File: config.mk
export PLATFORM = sky130hd
export DESIGN_NAME = interprete_senales
export DESIGN_NICKNAME = d
export VERILOG_FILES = /design/src/rtl/interprete_senales.sv
export SDC_FILE = /design/constraint.sdc
export NUM_CORES = 1
export LEC_CHECK = 0
export CAP_MARGIN = 30
export CORE_ASPECT_RATIO = 1.75
export CORE_MARGIN = 2
export CORE_UTILIZATION = 40
export CTS_CLUSTER_SIZE = 30
export DETAILED_ROUTE_END_ITERATION = 8
export PLACE_DENSITY_LB_ADDON = 0.25
export SYNTH_ARGS = -nofsm -noshare
export SYNTH_HDL_FRONTEND = slang
export SYNTH_SLANG_ARGS = --single-unit
File: constraint.sdc
create_clock -name clk -period 2 [get_ports clk]
set_clock_uncertainty 0.1 [all_clocks]
set_input_delay 0.2 -clock clk [delete_from_list [all_inputs] [get_ports clk]]
set_output_delay 0.2 -clock clk [all_outputs]
set_load 0.03 [all_outputs]
File: src/rtl/interprete_senales.sv
// rtl/interprete_senales.sv - toggle-level inputs to edge events, pet mode FSM, rate-limited action pulses
// Each input toggle becomes a one-cycle event; the strongest event per cycle drives the mode/action logic.

module interprete_senales #(
  parameter int COOLDOWN = 5,
  parameter int N_TEST   = 4,
  parameter int IDX_W    = 2
) (
  input  logic             clk,
  input  logic             reset_tmp,
  input  logic             senal_test,
  input  logic             senal_energia,
  input  logic             senal_medicina,
  input  logic             senal_fot,
  input  logic             senal_ult,
  output logic [1:0]       modo,
  output logic [IDX_W-1:0] test_idx,
  output logic             accion_energia,
  output logic             accion_medicina,
  output logic             interaccion,
  output logic             despertar,
  output logic             test_avanza
);

  localparam int CNT_W = (COOLDOWN < 2) ? 1 : $clog2(COOLDOWN + 1);
  localparam logic [CNT_W-1:0] CNT_LOAD = CNT_W'(COOLDOWN);
  localparam logic [IDX_W-1:0] IDX_LAST = IDX_W'(N_TEST - 1);

  // Bit positions inside the event vectors, highest index = highest priority.
  localparam int B_TEST = 4;
  localparam int B_FOT  = 3;
  localparam int B_ULT  = 2;
  localparam int B_MED  = 1;
  localparam int B_EN   = 0;

  typedef enum logic [1:0] {
    NORMAL = 2'b00,
    TEST   = 2'b01,
    DORMIR = 2'b10
  } modo_t;

  logic [4:0]       senal_in;
  logic [4:0]       sync1_q, sync1_d;
  logic [4:0]       sync2_q, sync2_d;
  logic [4:0]       prev_q, prev_d;
  logic [1:0]       arm_q, arm_d;
  logic [CNT_W-1:0] cnt_q, cnt_d;
  modo_t            modo_q, modo_d;
  logic [IDX_W-1:0] test_idx_q, test_idx_d;
  logic             accion_energia_q, accion_energia_d;
  logic             accion_medicina_q, accion_medicina_d;
  logic             interaccion_q, interaccion_d;
  logic             despertar_q, despertar_d;
  logic             test_avanza_q, test_avanza_d;

  logic             armed;
  logic             cooling;
  logic [4:0]       evt;

  assign senal_in = {senal_test, senal_fot, senal_ult, senal_medicina, senal_energia};
  assign armed    = (arm_q == 2'd3);
  assign cooling  = (cnt_q != '0);
  // Until the pipeline has filled with the post-reset levels, differences are not real toggles.
  assign evt      = armed ? (sync2_q ^ prev_q) : 5'b0;

  always_comb begin
    sync1_d           = senal_in;
    sync2_d           = sync1_q;
    prev_d            = sync2_q;
    arm_d             = armed ? arm_q : arm_q + 2'd1;
    cnt_d             = cooling ? cnt_q - CNT_W'(1) : '0;
    modo_d            = modo_q;
    test_idx_d        = test_idx_q;
    accion_energia_d  = 1'b0;
    accion_medicina_d = 1'b0;
    interaccion_d     = 1'b0;
    despertar_d       = 1'b0;
    test_avanza_d     = 1'b0;

    if (evt[B_TEST]) begin
      case (modo_q)
        TEST: modo_d = NORMAL;
        NORMAL, DORMIR: begin
          modo_d     = TEST;
          test_idx_d = '0;
        end
        default: ;
      endcase
    end else if (evt[B_FOT]) begin
      case (modo_q)
        NORMAL:  modo_d = DORMIR;
        DORMIR:  modo_d = NORMAL;
        default: ;
      endcase
    end else if (evt[B_ULT]) begin
      case (modo_q)
        NORMAL: begin
          if (!cooling) begin
            interaccion_d = 1'b1;
            cnt_d         = CNT_LOAD;
          end
        end
        DORMIR: begin
          modo_d      = NORMAL;
          despertar_d = 1'b1;
        end
        default: ;
      endcase
    end else if (evt[B_MED]) begin
      if (modo_q == NORMAL && !cooling) begin
        accion_medicina_d = 1'b1;
        cnt_d             = CNT_LOAD;
      end
    end else if (evt[B_EN]) begin
      case (modo_q)
        NORMAL: begin
          if (!cooling) begin
            accion_energia_d = 1'b1;
            cnt_d            = CNT_LOAD;
          end
        end
        TEST: begin
          test_idx_d    = (test_idx_q == IDX_LAST) ? '0 : test_idx_q + IDX_W'(1);
          test_avanza_d = 1'b1;
        end
        default: ;
      endcase
    end

    // A fresh mode starts without any leftover rate limit.
    if (modo_d != modo_q) begin
      cnt_d = '0;
    end
  end

  always_ff @(posedge clk or posedge reset_tmp) begin
    if (reset_tmp) begin
      sync1_q           <= '0;
      sync2_q           <= '0;
      prev_q            <= '0;
      arm_q             <= '0;
      cnt_q             <= '0;
      modo_q            <= NORMAL;
      test_idx_q        <= '0;
      accion_energia_q  <= 1'b0;
      accion_medicina_q <= 1'b0;
      interaccion_q     <= 1'b0;
      despertar_q       <= 1'b0;
      test_avanza_q     <= 1'b0;
    end else begin
      sync1_q           <= sync1_d;
      sync2_q           <= sync2_d;
      prev_q            <= prev_d;
      arm_q             <= arm_d;
      cnt_q             <= cnt_d;
      modo_q            <= modo_d;
      test_idx_q        <= test_idx_d;
      accion_energia_q  <= accion_energia_d;
      accion_medicina_q <= accion_medicina_d;
      interaccion_q     <= interaccion_d;
      despertar_q       <= despertar_d;
      test_avanza_q     <= test_avanza_d;
    end
  end

  assign modo            = modo_q;
  assign test_idx        = test_idx_q;
  assign accion_energia  = accion_energia_q;
  assign accion_medicina = accion_medicina_q;
  assign interaccion     = interaccion_q;
  assign despertar       = despertar_q;
  assign test_avanza     = test_avanza_q;

endmodule

After elaboration in Yosys (flattened, before gate mapping). Index checks and enable logic that the tools add are counted.

Register bits after elaboration: 29. Output and inout port bits: 9. Word-level logic and storage cells: 83.

$add $sub $neg: 3. Eq/ne operators: 9. Muxes and demuxes: 50. Bitwise operators: 1. Reductions and logical operators: 8.

Operators by type and width (number): $mux 3 (10); $mux 1 (25); $mux 2 (12); $ne 2x1->1 const B (4); $pmux 2 s2 (2); $eq 2x2->1 const B (3); $reduce_and 6->1 (1); $mux 5 (1); $xor 5x5->5 (1); $add 2x1->2 const B (2); $reduce_bool 2->1 (2); $reduce_bool 3->1 (1); $sub 3x1->3 const B (1); $eq 2x1->1 const B (1); $logic_not 2->1 (1); $ne 2x2->1 (1); $reduce_or 2->1 (1); $logic_and 1x1->1 (1); $logic_not 1->1 (1).

Logic depth before layout (Yosys ltp).
Depth after elaboration: 10. Mapped depth: 6.

Worst setup path after synthesis. OpenSTA, ideal clock, no wires.

Path kind: register -> register. From: reg modo_q[0] (netlist: modo[0]). To: reg cnt_q[1]. Data arrival time: 1.833 ns. Setup slack: -0.013 ns. Cell stages (with the launch flop): 7. Buffers on the path: 0. Period minus slack after synthesis: 2.013 ns. Cell sequence: dfrtp_1 inv_1 ha_1 xor2_1 o32ai_2 a311oi_2 nor3b_2.

Longest elaborated chain between the ends: 8. Elaborated cells between the ends (all ways): 20. Those cells by class: eq/ne: 3; mux: 14; reduce/logical: 3.

Ends and longest elaborated chain: start: declaration (line 48) `modo_t modo_q, modo_d;`; start signal: assignment (line 156) `modo_q <= modo_d;`; $logic_not 2->1; $mux 3 or $logic_and 1x1->1 (tied branches) (line 96, 115, 110); $mux 3, on equally long branches (line 114, 110); $mux 3 (line 109) `end else if (evt[B_MED]) begin`; $mux 3 (line 95) `end else if (evt[B_ULT]) begin`; $mux 3 (line 89) `end else if (evt[B_FOT]) begin`; $mux 3 (line 80) `if (evt[B_TEST]) begin`; $mux 3 * (line 131) `if (modo_d != modo_q) begin`; named net cnt_d[1] (line 47) `logic [CNT_W-1:0] cnt_q, cnt_d;`; end signal: assignment (line 155) `cnt_q <= cnt_d;`; end: declaration (line 47).

The timed path passes the listed nets; every way through them passes the cells marked *. A chain may end at the register's enable or synchronous reset.

Worst setup path after layout. Ends and elaborated chain as after synthesis.

==> flow_summary_export.csv <==
group,metric,value,unit
worst_setup_path,path_class,"register to register",
cells_and_area,post_route_cells_drive_above_1_share,18.1,%
cells_and_area,num_antenna_cells,0,
synth,synth_edf_count,0,
detailed_routing,drt_wl_total,2.23,mm
sta,finalHoldWorstSlack,0.182,ns
worst_setup_path,worst_setup_path_startpoint,"modo[0]$_DFF_PP0_",
place,buffer_ports.inserted,15,
sta,hold_violations,0,
worst_setup_path,critPathRequiredTime,2.11,ns
synth,ys_ff_latch,29,
run_status,outcome,"finished clean",
power,power.density_cell_area,1150,nW/um^2
job,drv_cap,0,
cts,cts_buffers,5,
die,die_height,78.9,um
die,rows,27,
detailed_routing,dr.first_iter.drc_count,9,
power,fraction_of_power_consumed_by_the_clock_network,30.5,%
power,vdd_drop_max,857,uV
detailed_routing,routed-via-count,843,
die,die_w,46.8,um
power,p_int,0.00130,W
detailed_routing,dr.pass1.iters,4,
global_routing,met3_usage,5.00,%
cts,worstSkewPairLatency,0.28,ns
synth,yosysTopAreaCellShare,56.5,%
cts,cts_hold_buffers,0,
synth,yosys.cell_types.count,30,
synth,synth.yosys.seq_area_share,56.5,%
sta,setup_viol,0,
cells_and_area,utilization,52.6,%
cts,cts.path.max_buffers,2,
synth,post_synth.cell_area_avg,12.8,um^2
global_routing,groute.layer.met1.usage,16.3,%
cts,ctsHtreeMaxLevel,2,
sta,share_of_the_clock_period_used_by_the_worst_path_after_layout,91.4,%
synth,async_reset_ff_share,100,%
cts,buffer_type_at_the_clock_tree_root,"sky130_fd_sc_hd__clkbuf_8",
sta,max_freq,547,MHz
global_routing,grt_max_degree,30,
die,floorplan.io_pins,16,
power,comb_power_share,33.4,%
cts,cts_tree,"built",
place,gp_congestion,0.776,
synth,synth_top_cell_by_area,"sky130_fd_sc_hd__dfrtp_1",
synth,yosys_most_used_dff,"sky130_fd_sc_hd__dfrtp_1",
synth,netlist_top_cells_area,"sky130_fd_sc_hd__dfrtp_1, sky130_fd_sc_hd__ha_1, sky130_fd_sc_hd__xnor2_1",
die,floorplan.die_area,3700,um^2
hold_path,timing.hold.worst.class,"input port to asynchronous set/reset pin",
cells_and_area,final_cell_area,1640,um^2
cells_and_area,final_cell_count_no_fill,170,
synth,syn_nets,118,
cells_and_area,syn2layout_area_growth,27.4,%
die,fp.coreArea,3110,um^2
worst_setup_path,critPathCapture,"cnt_q[1]$_DFF_PP0_",
worst_setup_path,timing.rr.start,"modo[0]$_DFF_PP0_",
detailed_routing,number_of_remaining_drc_errors,0,
power,seq_power_share,36.1,%
power,swShare,31.0,%
global_routing,antenna_violations_before_repair,0,
sta,finalCriticalPeriod,1.83,ns
worst_setup_path,timing.rr.end,"cnt_q[1]$_DFF_PP0_",
synth,netlist_top_cells_count,"sky130_fd_sc_hd__dfrtp_1, sky130_fd_sc_hd__ha_1, sky130_fd_sc_hd__inv_1",
cts,cts_sinks,29,
detailed_routing,via_per_inst,4.96,
detailed_routing,route.detailed.wl_per_inst,13.1,um
global_routing,vias_in_the_first_global_route,860,
global_routing,grt_first_pass_wirelength,3.91,mm
power,total_leakage_power,0.734,nW
place,post-place-cells,159,
worst_setup_path,end_kind,"register",
worst_setup_path,startpoint_type,"register",
place,place_hpwl,1.60,mm
cts,clk_pin_slew_worst_paths,0.06,ns
sta,worst_slew_pin_slew,0.393,ns
sta,rsz0062_at_grt,"false",
power,switchingPower,0.000582,W
sta,finalSetupTns,0,ns
sta,slew_headroom,73.7,%
worst_setup_path,arrival,1.93,ns
worst_setup_path,cp_max_fo,5,
global_routing,top_usage_layer_grt,"met2",
worst_setup_path,r2r.worst_path.cells,6,
global_routing,grt.overflow.total,0,
die,initial_core_util,41.3,%
synth,synth_cells,100,
synth,post_synth_instance_area,1280,um^2
global_routing,grtUsageTotal,15.3,%
sta,final-max-slew-violation-count,0,
detailed_routing,remaining_antenna_violation_count_after_routing,0,
worst_setup_path,worst_reg2reg_setup_slack,0.17,ns
synth,yosysWarnings,0,
place,post_dp_cell_area,1500,um^2
global_routing,grt_use_met2,23.3,%
synth,synth.most_common_cell,"sky130_fd_sc_hd__dfrtp_1",
cells_and_area,nNetsFinal,145,
[worst max-delay path, cell delays in order (launching register included)]
cell                       delay (ns)
sky130_fd_sc_hd__dfrtp_2         0.43
sky130_fd_sc_hd__inv_1           0.13
sky130_fd_sc_hd__ha_1            0.28
sky130_fd_sc_hd__xor2_1          0.21
sky130_fd_sc_hd__o32ai_2         0.11
sky130_fd_sc_hd__a311oi_2        0.27
sky130_fd_sc_hd__nor3b_2         0.21
[repair_timing]
item,CTS,global route
resized for setup,0,1
buffers inserted,0,4
setup endpoints to repair,0,1
[layer usage]
| layer | vias up | share of wire (%) |
|---|---|---|
| met1 | 410 | 36 |
| li1 | 397 | - |
| met5 | - | 0 |
| met4 | 0 | 6.0 |
| met2 | 24 | 54 |
| met3 | 12 | 4.0 |
[kinds of logic after synthesis]
family	after synthesis	synth area share (%)
fa+ha+maj	11	10.7
buf+inv	8	2.44
simple gates	21	9.06
compound gates	18	10.6
xor+xnor	10	7.99
mux	3	2.63
flops	29	56.5
[area by class of cell]
class | count | area, um^2
Clock buffer | 5 | 68.8
Sequential cell | 29 | 727
Inverter | 7 | 26.3
Clock inverter | 2 | 35.0
Timing Repair Buffer | 21 | 195
Fill cell | 299 | 1470
Tap cell | 43 | 53.8
Multi-Input combinational cell | 63 | 529
[layout by cell type (no fill, tap or decap), drive strengths merged, types with 3 or more instances in the layout]
cell | synthesis | final
inv | 7 | 7
clkdlybuf4s50 | 0 | 15
xor2 | 5 | 5
xnor2 | 5 | 5
buf | 1 | 6
nor2 | 6 | 6
a21oi | 3 | 3
ha | 11 | 11
clkbuf | 0 | 5
nand3 | 3 | 3
dfrtp | 29 | 29
mux2 | 3 | 3
o21ai | 5 | 5
[registers in the layout (all words and copies together) (netlist names)]
| name | flops |
|---|---|
| sync1_q | 5 |
| despertar | 1 |
| accion_medicina | 1 |
| test_idx | 2 |
| prev_d | 5 |
| cnt_q | 3 |
| accion_energia | 1 |
| test_avanza | 1 |
| interaccion | 1 |
| modo | 2 |
| arm_q | 2 |
| prev_q | 5 |
[worst min-delay path by stage]
stage	endpoint	slack (ns)	cells after the start
floorplan	sync1_q[0]$_DFF_PP0_	0.13	0
global placement	prev_d[2]$_DFF_PP0_	0.23	0
detailed placement	prev_d[1]$_DFF_PP0_	0.23	0
CTS	sync1_q[2]$_DFF_PP0_	0.19	3
global route	sync1_q[2]$_DFF_PP0_	0.23	3
finish	prev_q[1]$_DFF_PP0_	0.18	3
[metrics by stage]
step / setup slack, ns / power, W
global route: 0.0683 / 0.00198
global placement: 0.219 / 0.00123
detailed placement: 0.121 / 0.00125
floorplan: 0.0193 / 0.00108
finish: 0.173 / 0.00188
CTS: 0.0836 / 0.00184
[power by group through the flow]
stage	clock network, W	logic, W	registers [W]
global route	0.000615	0.000683	0.000684
floorplan	0	0.000327	0.000752
finish	0.000573	0.000628	0.000678
detailed placement	0	0.000554	0.000700
CTS	0.000589	0.000562	0.000689
global placement	0	0.000539	0.000694
No activity file was read; power rests on OpenSTA's default activity.
